**config.mk**
```make
export PLATFORM = sky130hd
export DESIGN_NAME = display_source_arbiter
export DESIGN_NICKNAME = d
export VERILOG_FILES = /design/src/rtl/display_source_arbiter.sv
export SDC_FILE = /design/constraint.sdc
export NUM_CORES = 1
export LEC_CHECK = 0
export ABC_AREA = 0
export ABC_CLOCK_PERIOD_IN_PS = 5800
export CAP_MARGIN = 20
export CORE_ASPECT_RATIO = 1.4
export CORE_MARGIN = 8
export CORE_UTILIZATION = 53
export CTS_CLUSTER_SIZE = 24
export DETAILED_ROUTE_END_ITERATION = 10
export GPL_ROUTABILITY_DRIVEN = 0
export GPL_TIMING_DRIVEN = 0
export PLACE_DENSITY = 0.9
export SYNTH_ARGS = -nofsm -noshare
export SYNTH_HDL_FRONTEND = slang
export SYNTH_SLANG_ARGS = --single-unit
```
**constraint.sdc**
```tcl
create_clock -name clk -period 5.8 [get_ports clk]
set_input_delay 1.16 -clock clk [delete_from_list [all_inputs] [get_ports clk]]
set_output_delay 1.16 -clock clk [all_outputs]
set_load 0.005 [all_outputs]
```
**src/rtl/display_source_arbiter.sv**
```systemverilog
// rtl/display_source_arbiter.sv - round-robin time-sharing of the seven-segment display between BCD sources
//
// Ports:
//   clk        system clock, rising edge
//   rst_n      asynchronous active-low reset
//   src_req    level request per source (bit i = source i)
//   src_bcd    packed 16-bit BCD words, source i at [16*i+15:16*i]
//   grant      one-hot grant, all-zero when idle or in the blank gap
//   bcd_out    BCD word forwarded to the segment driver
//   busy       high while showing a source or blanking between sources
//   dwell_done one-cycle pulse when a grant completes its full dwell
module display_source_arbiter #(
    parameter int          NUM_SRC      = 3,
    parameter int          DWELL_CYCLES = 100000000,
    parameter int          GAP_CYCLES   = 10000000,
    parameter logic [15:0] IDLE_BCD     = 16'h0000
) (
    input  logic                    clk,
    input  logic                    rst_n,
    input  logic [NUM_SRC-1:0]      src_req,
    input  logic [16*NUM_SRC-1:0]   src_bcd,
    output logic [NUM_SRC-1:0]      grant,
    output logic [15:0]             bcd_out,
    output logic                    busy,
    output logic                    dwell_done
);

    localparam int PW      = (NUM_SRC > 1) ? $clog2(NUM_SRC) : 1;
    localparam int MAX_CNT = (DWELL_CYCLES > GAP_CYCLES) ? DWELL_CYCLES : GAP_CYCLES;
    localparam int CW      = $clog2(MAX_CNT + 1);

    localparam logic [CW-1:0] DWELL_LAST = CW'(DWELL_CYCLES - 1);
    localparam logic [CW-1:0] GAP_LAST   = CW'((GAP_CYCLES > 0) ? GAP_CYCLES - 1 : 0);
    localparam logic [PW-1:0] LAST_SRC   = PW'(NUM_SRC - 1);

    localparam logic [1:0] ST_IDLE = 2'd0;
    localparam logic [1:0] ST_SHOW = 2'd1;
    localparam logic [1:0] ST_GAP  = 2'd2;

    logic [1:0]         state, nxt_state;
    logic [CW-1:0]      cnt, nxt_cnt;
    logic [PW-1:0]      last_ptr, nxt_ptr;
    logic               nxt_dwell;
    logic [NUM_SRC-1:0] pick_mask;
    logic               pick_any;
    logic [PW-1:0]      pick_idx;
    logic [NUM_SRC-1:0] nxt_grant;
    logic [15:0]        bcd_arr [NUM_SRC];

    for (genvar i = 0; i < NUM_SRC; i++) begin : g_unpack
        assign bcd_arr[i] = src_bcd[16*i +: 16];
    end

    // First requester scanning ptr+1, ptr+2, ... modulo NUM_SRC.
    // Scanning backwards lets the nearest hit overwrite farther ones.
    function automatic logic [PW:0] rr_pick(input logic [NUM_SRC-1:0] mask,
                                            input logic [PW-1:0]      ptr);
        logic [PW:0] r;
        logic [PW:0] s;
        r = '0;
        for (int k = NUM_SRC; k >= 1; k--) begin
            s = {1'b0, ptr} + (PW+1)'(k);
            if (s >= (PW+1)'(NUM_SRC)) begin
                s = s - (PW+1)'(NUM_SRC);
            end
            if (mask[s[PW-1:0]]) begin
                r = {1'b1, s[PW-1:0]};
            end
        end
        return r;
    endfunction

    // While showing, last_ptr is the current owner; the pick then only
    // considers the other sources, which decides rotate-vs-stay.
    always_comb begin
        pick_mask             = (state == ST_SHOW) ? (src_req & ~grant) : src_req;
        {pick_any, pick_idx}  = rr_pick(pick_mask, last_ptr);
    end

    always_comb begin
        nxt_state = state;
        nxt_cnt   = cnt;
        nxt_ptr   = last_ptr;
        nxt_dwell = 1'b0;
        case (state)
            ST_IDLE: begin
                nxt_cnt = '0;
                if (pick_any) begin
                    nxt_state = ST_SHOW;
                    nxt_ptr   = pick_idx;
                end
            end
            ST_SHOW: begin
                // Dwell pulse fires even if the request drops on the same edge.
                nxt_dwell = (cnt == DWELL_LAST);
                if (!src_req[last_ptr] || (cnt == DWELL_LAST)) begin
                    nxt_cnt = '0;
                    if (pick_any) begin
                        if (GAP_CYCLES > 0) begin
                            nxt_state = ST_GAP;
                        end else begin
                            nxt_ptr = pick_idx;
                        end
                    end else if (!src_req[last_ptr]) begin
                        nxt_state = ST_IDLE;
                    end
                end else begin
                    nxt_cnt = cnt + CW'(1);
                end
            end
            ST_GAP: begin
                if (cnt == GAP_LAST) begin
                    nxt_cnt = '0;
                    if (pick_any) begin
                        nxt_state = ST_SHOW;
                        nxt_ptr   = pick_idx;
                    end else begin
                        nxt_state = ST_IDLE;
                    end
                end else begin
                    nxt_cnt = cnt + CW'(1);
                end
            end
            default: begin
                nxt_state = ST_IDLE;
                nxt_cnt   = '0;
            end
        endcase
    end

    assign nxt_grant = (nxt_state == ST_SHOW) ? (NUM_SRC'(1) << nxt_ptr) : '0;

    always_ff @(posedge clk or negedge rst_n) begin
        if (!rst_n) begin
            state      <= ST_IDLE;
            cnt        <= '0;
            last_ptr   <= LAST_SRC;
            grant      <= '0;
            bcd_out    <= IDLE_BCD;
            busy       <= 1'b0;
            dwell_done <= 1'b0;
        end else begin
            state      <= nxt_state;
            cnt        <= nxt_cnt;
            last_ptr   <= nxt_ptr;
            grant      <= nxt_grant;
            busy       <= (nxt_state != ST_IDLE);
            dwell_done <= nxt_dwell;
            // Data trails the grant by one register stage; blank whenever
            // the display is entering or leaving a blank period.
            bcd_out    <= ((state == ST_SHOW) && (nxt_state == ST_SHOW)) ? bcd_arr[last_ptr] : IDLE_BCD;
        end
    end

endmodule
```
==> results of run 1 <==
layout by cell type (no fill, tap or decap), drive strengths merged, types with 9 or more instances in the layout:
master         count
dfrtp             51
clkdlybuf4s50     72
and2              20
mux2i             18
xnor2              9
inv                9
o21ai             21
nor2              36
nand2             34
xor2              15
clkbuf            11
per-layer routing:
layer	global-route usage (%)	part of all wire [%]	vias up
li1	-	-	1250
met1	21.1	39	1227
met2	30.6	49	120
met3	7.79	9.5	13
met4	7.45	2.1	0
met5	0	0	-
where the power goes:
group          switching [mW]  total, mW  internal [mW]
registers              0.0341      0.447          0.413
logic                   0.344      0.629          0.286
clock network           0.117      0.213         0.0953
cells by family after synthesis:
family / after synthesis
and+or+nand+nor: 138
DFF: 52
AOI/OAI and AO/OA: 51
xor gates and xnor gates: 24
buffers and inverters: 19
muxes: 19
adders and majority gates: 8
Yosys cell counts, drive strengths merged, types with 2 or more instances:
cell | number | area share, %
dfrtp | 51 | 43
nor2 | 36 | 4.6
nand2 | 34 | 4.3
o21ai | 21 | 3.5
and2 | 20 | 4.2
mux2i | 18 | 6.1
xor2 | 15 | 4.4
inv | 9 | 1.1
xnor2 | 9 | 2.7
ha | 8 | 3.4
nand3 | 8 | 1.3
nand4 | 6 | 1.3
a21oi | 5 | 0.84
buf | 5 | 1.1
clkbuf | 5 | 0.63
and3 | 4 | 0.84
and4 | 4 | 1.2
nand2b | 4 | 0.84
nor3 | 4 | 0.67
nor4 | 4 | 1.3
or3 | 4 | 0.84
a21boi | 3 | 0.76
a2111oi | 2 | 1.2
a211oi | 2 | 0.51
a22oi | 2 | 0.51
nor3b | 2 | 0.51
nor4b | 2 | 0.59
nor4bb | 2 | 0.67
o2111ai | 2 | 0.59
o21a | 2 | 0.51
o22ai | 2 | 0.42
state kept, by name, indices dropped and copies added, names as in the netlist:
| name | cells |
|---|---|
| grant | 3 |
| state | 2 |
| busy | 1 |
| bcd_out | 16 |
| cnt | 27 |
| dwell_done | 1 |
| last_ptr | 2 |
area by class of cell:
class | instances | area, um^2 | share of cell area (%)
Sequential cell | 52 | 1300 | 33.5
Multi-Input combinational cell | 240 | 1580 | 40.6
Clock buffer | 6 | 82.6 | 2.12
Timing Repair Buffer | 74 | 746 | 19.2
Clock inverter | 1 | 8.76 | 0.225
Tap cell | 68 | 85.1 | 2.19
Buffer | 10 | 52.6 | 1.35
Inverter | 9 | 33.8 | 0.869
path summary, 6_finish.rpt:
check	start	slack [ps]	end
worst min register to register	cnt[0]$_DFF_PN0_	470	cnt[0]$_DFF_PN0_
worst max register to register	last_ptr[1]$_DFF_PN1_	1580	bcd_out[5]$_DFF_PN0_
min in group asynchronous	rst_n	720	cnt[13]$_DFF_PN0_
worst min-delay path	cnt[0]$_DFF_PN0_	470	cnt[0]$_DFF_PN0_
worst max-delay path	last_ptr[1]$_DFF_PN1_	1580	bcd_out[5]$_DFF_PN0_
max in group asynchronous	rst_n	4510	last_ptr[1]$_DFF_PN1_
through the flow:
stage / worst slack, ps / instances / cell area, um^2 / util (%) / hold slack [ps]
floorplan: 2360 / 311 / 2970 / - / 433
global placement: 1760 / 452 / 3780 / 69.5 / 448
detailed placement: 1680 / 453 / 3800 / 69.7 / 460
CTS: 1650 / 460 / 3890 / 71.4 / 472
global route: 1320 / 460 / 3890 / 71.4 / 503
finish: 1580 / 460 / 3890 / 71.4 / 474
==> flow_summary.json, run 1 <==
{
  "critical_path_class": "flip-flop to flip-flop",
  "synth_fa_ha_area_share_pct": 3.37,
  "postSynthAreaPerCell_um2": 9.54,
  "die_area_um2": 8280,
  "synth_top_family_by_area": "simple AND/OR/NAND/NOR gates",
  "pin_count": 74,
  "cts-htree-levels": 2,
  "crit_path_max_fanout": 10,
  "vias": 2610,
  "vias_per_cell": 5.67,
  "grt_overflow": 0,
  "antenna_found_initial": 0,
  "die_y_um": 105,
  "cap_violations": 0,
  "max_slew.worst_pin.slew_ps": 857,
  "synth_nets": 372,
  "required_ps": 6040,
  "worstRegToRegCells": 11,
  "max_stage_delay_ps": 670,
  "synthSimpleGateAreaFrac_pct": 24.5,
  "post_cts.repair.setup_buffers": 0,
  "hold_viol": 0,
  "slew_violations": 0,
  "grt_max_degree": 41,
  "fmax_ghz": 0.237,
  "die_w_um": 79.2,
  "numCtsBuffers": 5,
  "synth.area.mux_share_pct": 6.45,
  "synth_flop_cell": "dfrtp_1",
  "drt_first_iter_violations": 230,
  "num-fill-cells": 419,
  "firstDrtPassIters": 4,
  "async_flop_share_pct": 100,
  "hp-class": "flip-flop to flip-flop",
  "synth-seq-area-share_pct": 43.9,
  "start_util_pct": 54.5,
  "synthCells": 311,
  "drc": 0,
  "drive_above_1_share_pct": 4.59,
  "numClockSinks": 52,
  "grt_pass1_wl_um": 12800,
  "clk_pin_slew_ps": 90,
  "total_power_mw": 1.29,
  "cp.depth": 11,
  "pwr_density_cell_nw_per_um2": 331,
  "irDropWorstVdd_mv": 0.205,
  "cts_hold_buffers": 0,
  "area_growth_pct": 31.1,
  "clock-root-buffer": "clkbuf_8",
  "yosysUniqueCellTypes": 53,
  "portBuffers": 73,
  "rsz0062_at_grt": "no",
  "routed_wl_um": 7330,
  "cts_resized": 0,
  "hold_path_depth": 1,
  "slowest_stage": "a311oi_1",
  "status": "completed",
  "layout_min_cycle_time_ps": 4220,
  "synth_edf_count": 0,
  "fin_setup_tns_ps": 0,
  "leakage_nw": 1.58,
  "yosysWarnings": 0,
  "finalClockSkew_ps": 10.2,
  "arrival_ps": 4460,
  "core-area_um2": 5450,
  "grt_usage_pct": 18.8,
  "crit_family": "compound AO/OA/AOI/OAI gates",
  "synth.cell_area_um2": 2970,
  "crit_buf_inv": 4,
  "cts_tree": "done",
  "num_rows": 32,
  "dp_hpwl_um": 5780,
  "clock_latency_ps": 310,
  "clock_path_buffers": 2,
  "antenna_left": 0,
  "max_slew_margin_pct": 42.4,
  "path_cells": "buf_1 -> inv_1 -> ha_1 -> buf_4 -> nand2b_1 -> a32o_1 -> a311oi_1 -> a41oi_1 -> a2111oi_4 -> buf_6 -> and2_1",
  "synth_compound_area_share_pct": 11.8,
  "grt_pass1_vias": 2840,
  "startpoint_type": "flip-flop",
  "synth_xor_area_share_pct": 7.09,
  "setup_viol": 0,
  "ys_ff_latch": 52,
  "final_nets": 453,
  "finalCritPeriodShare_pct": 72.8,
  "critPathCaptureType": "flip-flop",
  "wl_per_cell_um": 15.9,
  "antenna_cells": 0
}
(Power assumes the default switching activity.)
==> run 2: changes to the inputs <==
- ABC_CLOCK_PERIOD_IN_PS: 5800 -> 3500
- CORE_UTILIZATION: 53 -> 45
- PLACE_DENSITY: 0.9 -> 0.82
- clock period: 5.8 -> 3.5 ns (I/O delays scaled with it)
==> flow_summary.json, run 2 (synthesis gave the netlist of run 1 again) <==
{
  "mostFrequentLayoutCell": "clkdlybuf4s50_1",
  "finalClockSkew_ps": 7.01,
  "stdcell_count": 469,
  "antenna_found_initial": 0,
  "hp-class": "input port to asynchronous set/reset pin",
  "largest_reg_flops": 27,
  "grt_usage_pct": 16.3,
  "clk_pin_slew_ps": 90,
  "vias_per_cell": 5.51,
  "r2r-end": "bcd_out[12]$_DFF_PN0_",
  "finish.instance_area_um2": 3980,
  "setup_viol": 0,
  "drt_first_iter_violations": 130,
  "portBuffers": 73,
  "drc": 0,
  "layout_common_cells": "72 x clkdlybuf4s50_1, 50 x dfrtp_1, 36 x nor2_1, 34 x nand2_1",
  "firstDrtPassIters": 4,
  "irDropWorstVdd_mv": 0.254,
  "hold_viol": 0,
  "critical_path_class": "flip-flop to flip-flop",
  "critPathCaptureType": "flip-flop",
  "place_area_um2": 3800,
  "grt_max_degree": 34,
  "pwr_density_cell_nw_per_um2": 568,
  "wl_per_cell_um": 16.4,
  "required_ps": 3740,
  "die_area_um2": 9480,
  "multi_input_area_um2": 1610,
  "regArea_um2": 1300,
  "slew_violations": 0,
  "grt_pass1_wl_um": 12600,
  "dp_hpwl_um": 5930,
  "dp.cells": 459,
  "core-area_um2": 6480,
  "reg_top3": "cnt (27), bcd_out (16), grant (3)",
  "startpoint_type": "flip-flop",
  "clock_latency_ps": 300,
  "final_nets": 455,
  "rr_startpoint": "last_ptr[0]$_DFF_PN0_",
  "leakage_nw": 1.62,
  "regMostFlops": "cnt",
  "arrival_ps": 3530,
  "antenna_left": 0,
  "vias": 2585,
  "status": "completed",
  "rsz0062_at_grt": "no",
  "worstRegToRegCells": 12,
  "max_slew_margin_pct": 53.2,
  "routed_wl_um": 7690,
  "layout_min_cycle_time_ps": 3300,
  "drive_above_1_share_pct": 6.33,
  "finalCritPeriodShare_pct": 94.2,
  "num_rows": 35,
  "cts_tree": "done",
  "area_growth_pct": 34.2,
  "grt_overflow": 0,
  "grt_pass1_vias": 2657,
  "cap_violations": 0,
  "fmax_ghz": 0.303,
  "die_w_um": 84.6,
  "crit_path_max_fanout": 10,
  "max_slew.worst_pin.slew_ps": 702,
  "cts_hold_buffers": 0,
  "num-fill-cells": 546,
  "pin_count": 74,
  "antenna_cells": 0,
  "clock_path_buffers": 2,
  "clock-root-buffer": "clkbuf_8",
  "reg2reg_slack_ps": 200,
  "fin_setup_tns_ps": 0,
  "cts-htree-levels": 2,
  "die_y_um": 112,
  "numCtsBuffers": 5,
  "start_util_pct": 45.8,
  "numClockSinks": 52
}
==> run 2: how the worst max path moves through the flow <==
stage | from | to | slack [ps] | cells after the start
4_1_cts | last_ptr[0]$_DFF_PN0_ | bcd_out[12]$_DFF_PN0_ | 100 | 12
5_1_grt | last_ptr[0]$_DFF_PN0_ | bcd_out[12]$_DFF_PN0_ | 20 | 12
3_3_place_gp | last_ptr[1]$_DFF_PN1_ | bcd_out[5]$_DFF_PN0_ | -580 | 11
6_report | last_ptr[0]$_DFF_PN0_ | bcd_out[12]$_DFF_PN0_ | 200 | 12
2_1_floorplan | last_ptr[1]$_DFF_PN1_ | bcd_out[10]$_DFF_PN0_ | 60 | 11
3_5_place_dp | last_ptr[1]$_DFF_PN1_ | bcd_out[12]$_DFF_PN0_ | -740 | 11
==> run 2: layout make-up <==
cell class	instances	share of cell area (%)
multi-input combinational	240	40.4
sequential	52	32.8
timing repair buffer	76	19.4
tap	74	2.33
clock buffer	6	1.82
buffer	10	1.54
clock inverter	2	0.880
inverter	9	0.849
==> run 2: metrics by stage <==
stage	hold WS (ps)	util (%)	power [mW]	setup WS (ps)
2_1_floorplan	404	-	1.42	61.2
3_3_place_gp	452	58.5	1.75	-579
3_5_place_dp	453	58.7	1.79	-736
4_1_cts	345	61.0	2.23	99.3
5_1_grt	359	61.4	2.42	20.5
6_report	341	61.4	2.26	204
==> run 2: critical path: stages, from the launching register on <==
cell and delay, ps:
dfrtp_2 440, clkbuf_2 230, inv_1 150, ha_1 310
buf_4 160, mux2_2 370, a211oi_4 300, a311oi_4 110
a211o_1 330, a2111oi_4 360, buf_4 210, buf_6 130
and2_1 120
==> run 2: repair_timing <==
action                     CTS  global route
gates cloned                 0             0
setup endpoints to repair   21            16
resized for setup            4             5
setup buffers                2             0
pin swaps                    1             0
==> run 2: layer usage <==
| layer | GRT usage (%) | vias to the layer above | wire, um |
|---|---|---|---|
| met5 | 0 | - | 0 |
| met4 | 7.16 | 0 | 141 |
| met3 | 3.22 | 8 | 298 |
| met2 | 31.4 | 68 | 4400 |
| met1 | 16.3 | 1254 | 2850 |
| li1 | - | 1255 | - |
==> run 2: report_power, final <==
part | switching (mW) | total [mW] | internal (mW)
clock | 0.188 | 0.400 | 0.212
combinational | 0.598 | 1.12 | 0.523
sequential | 0.0555 | 0.741 | 0.685
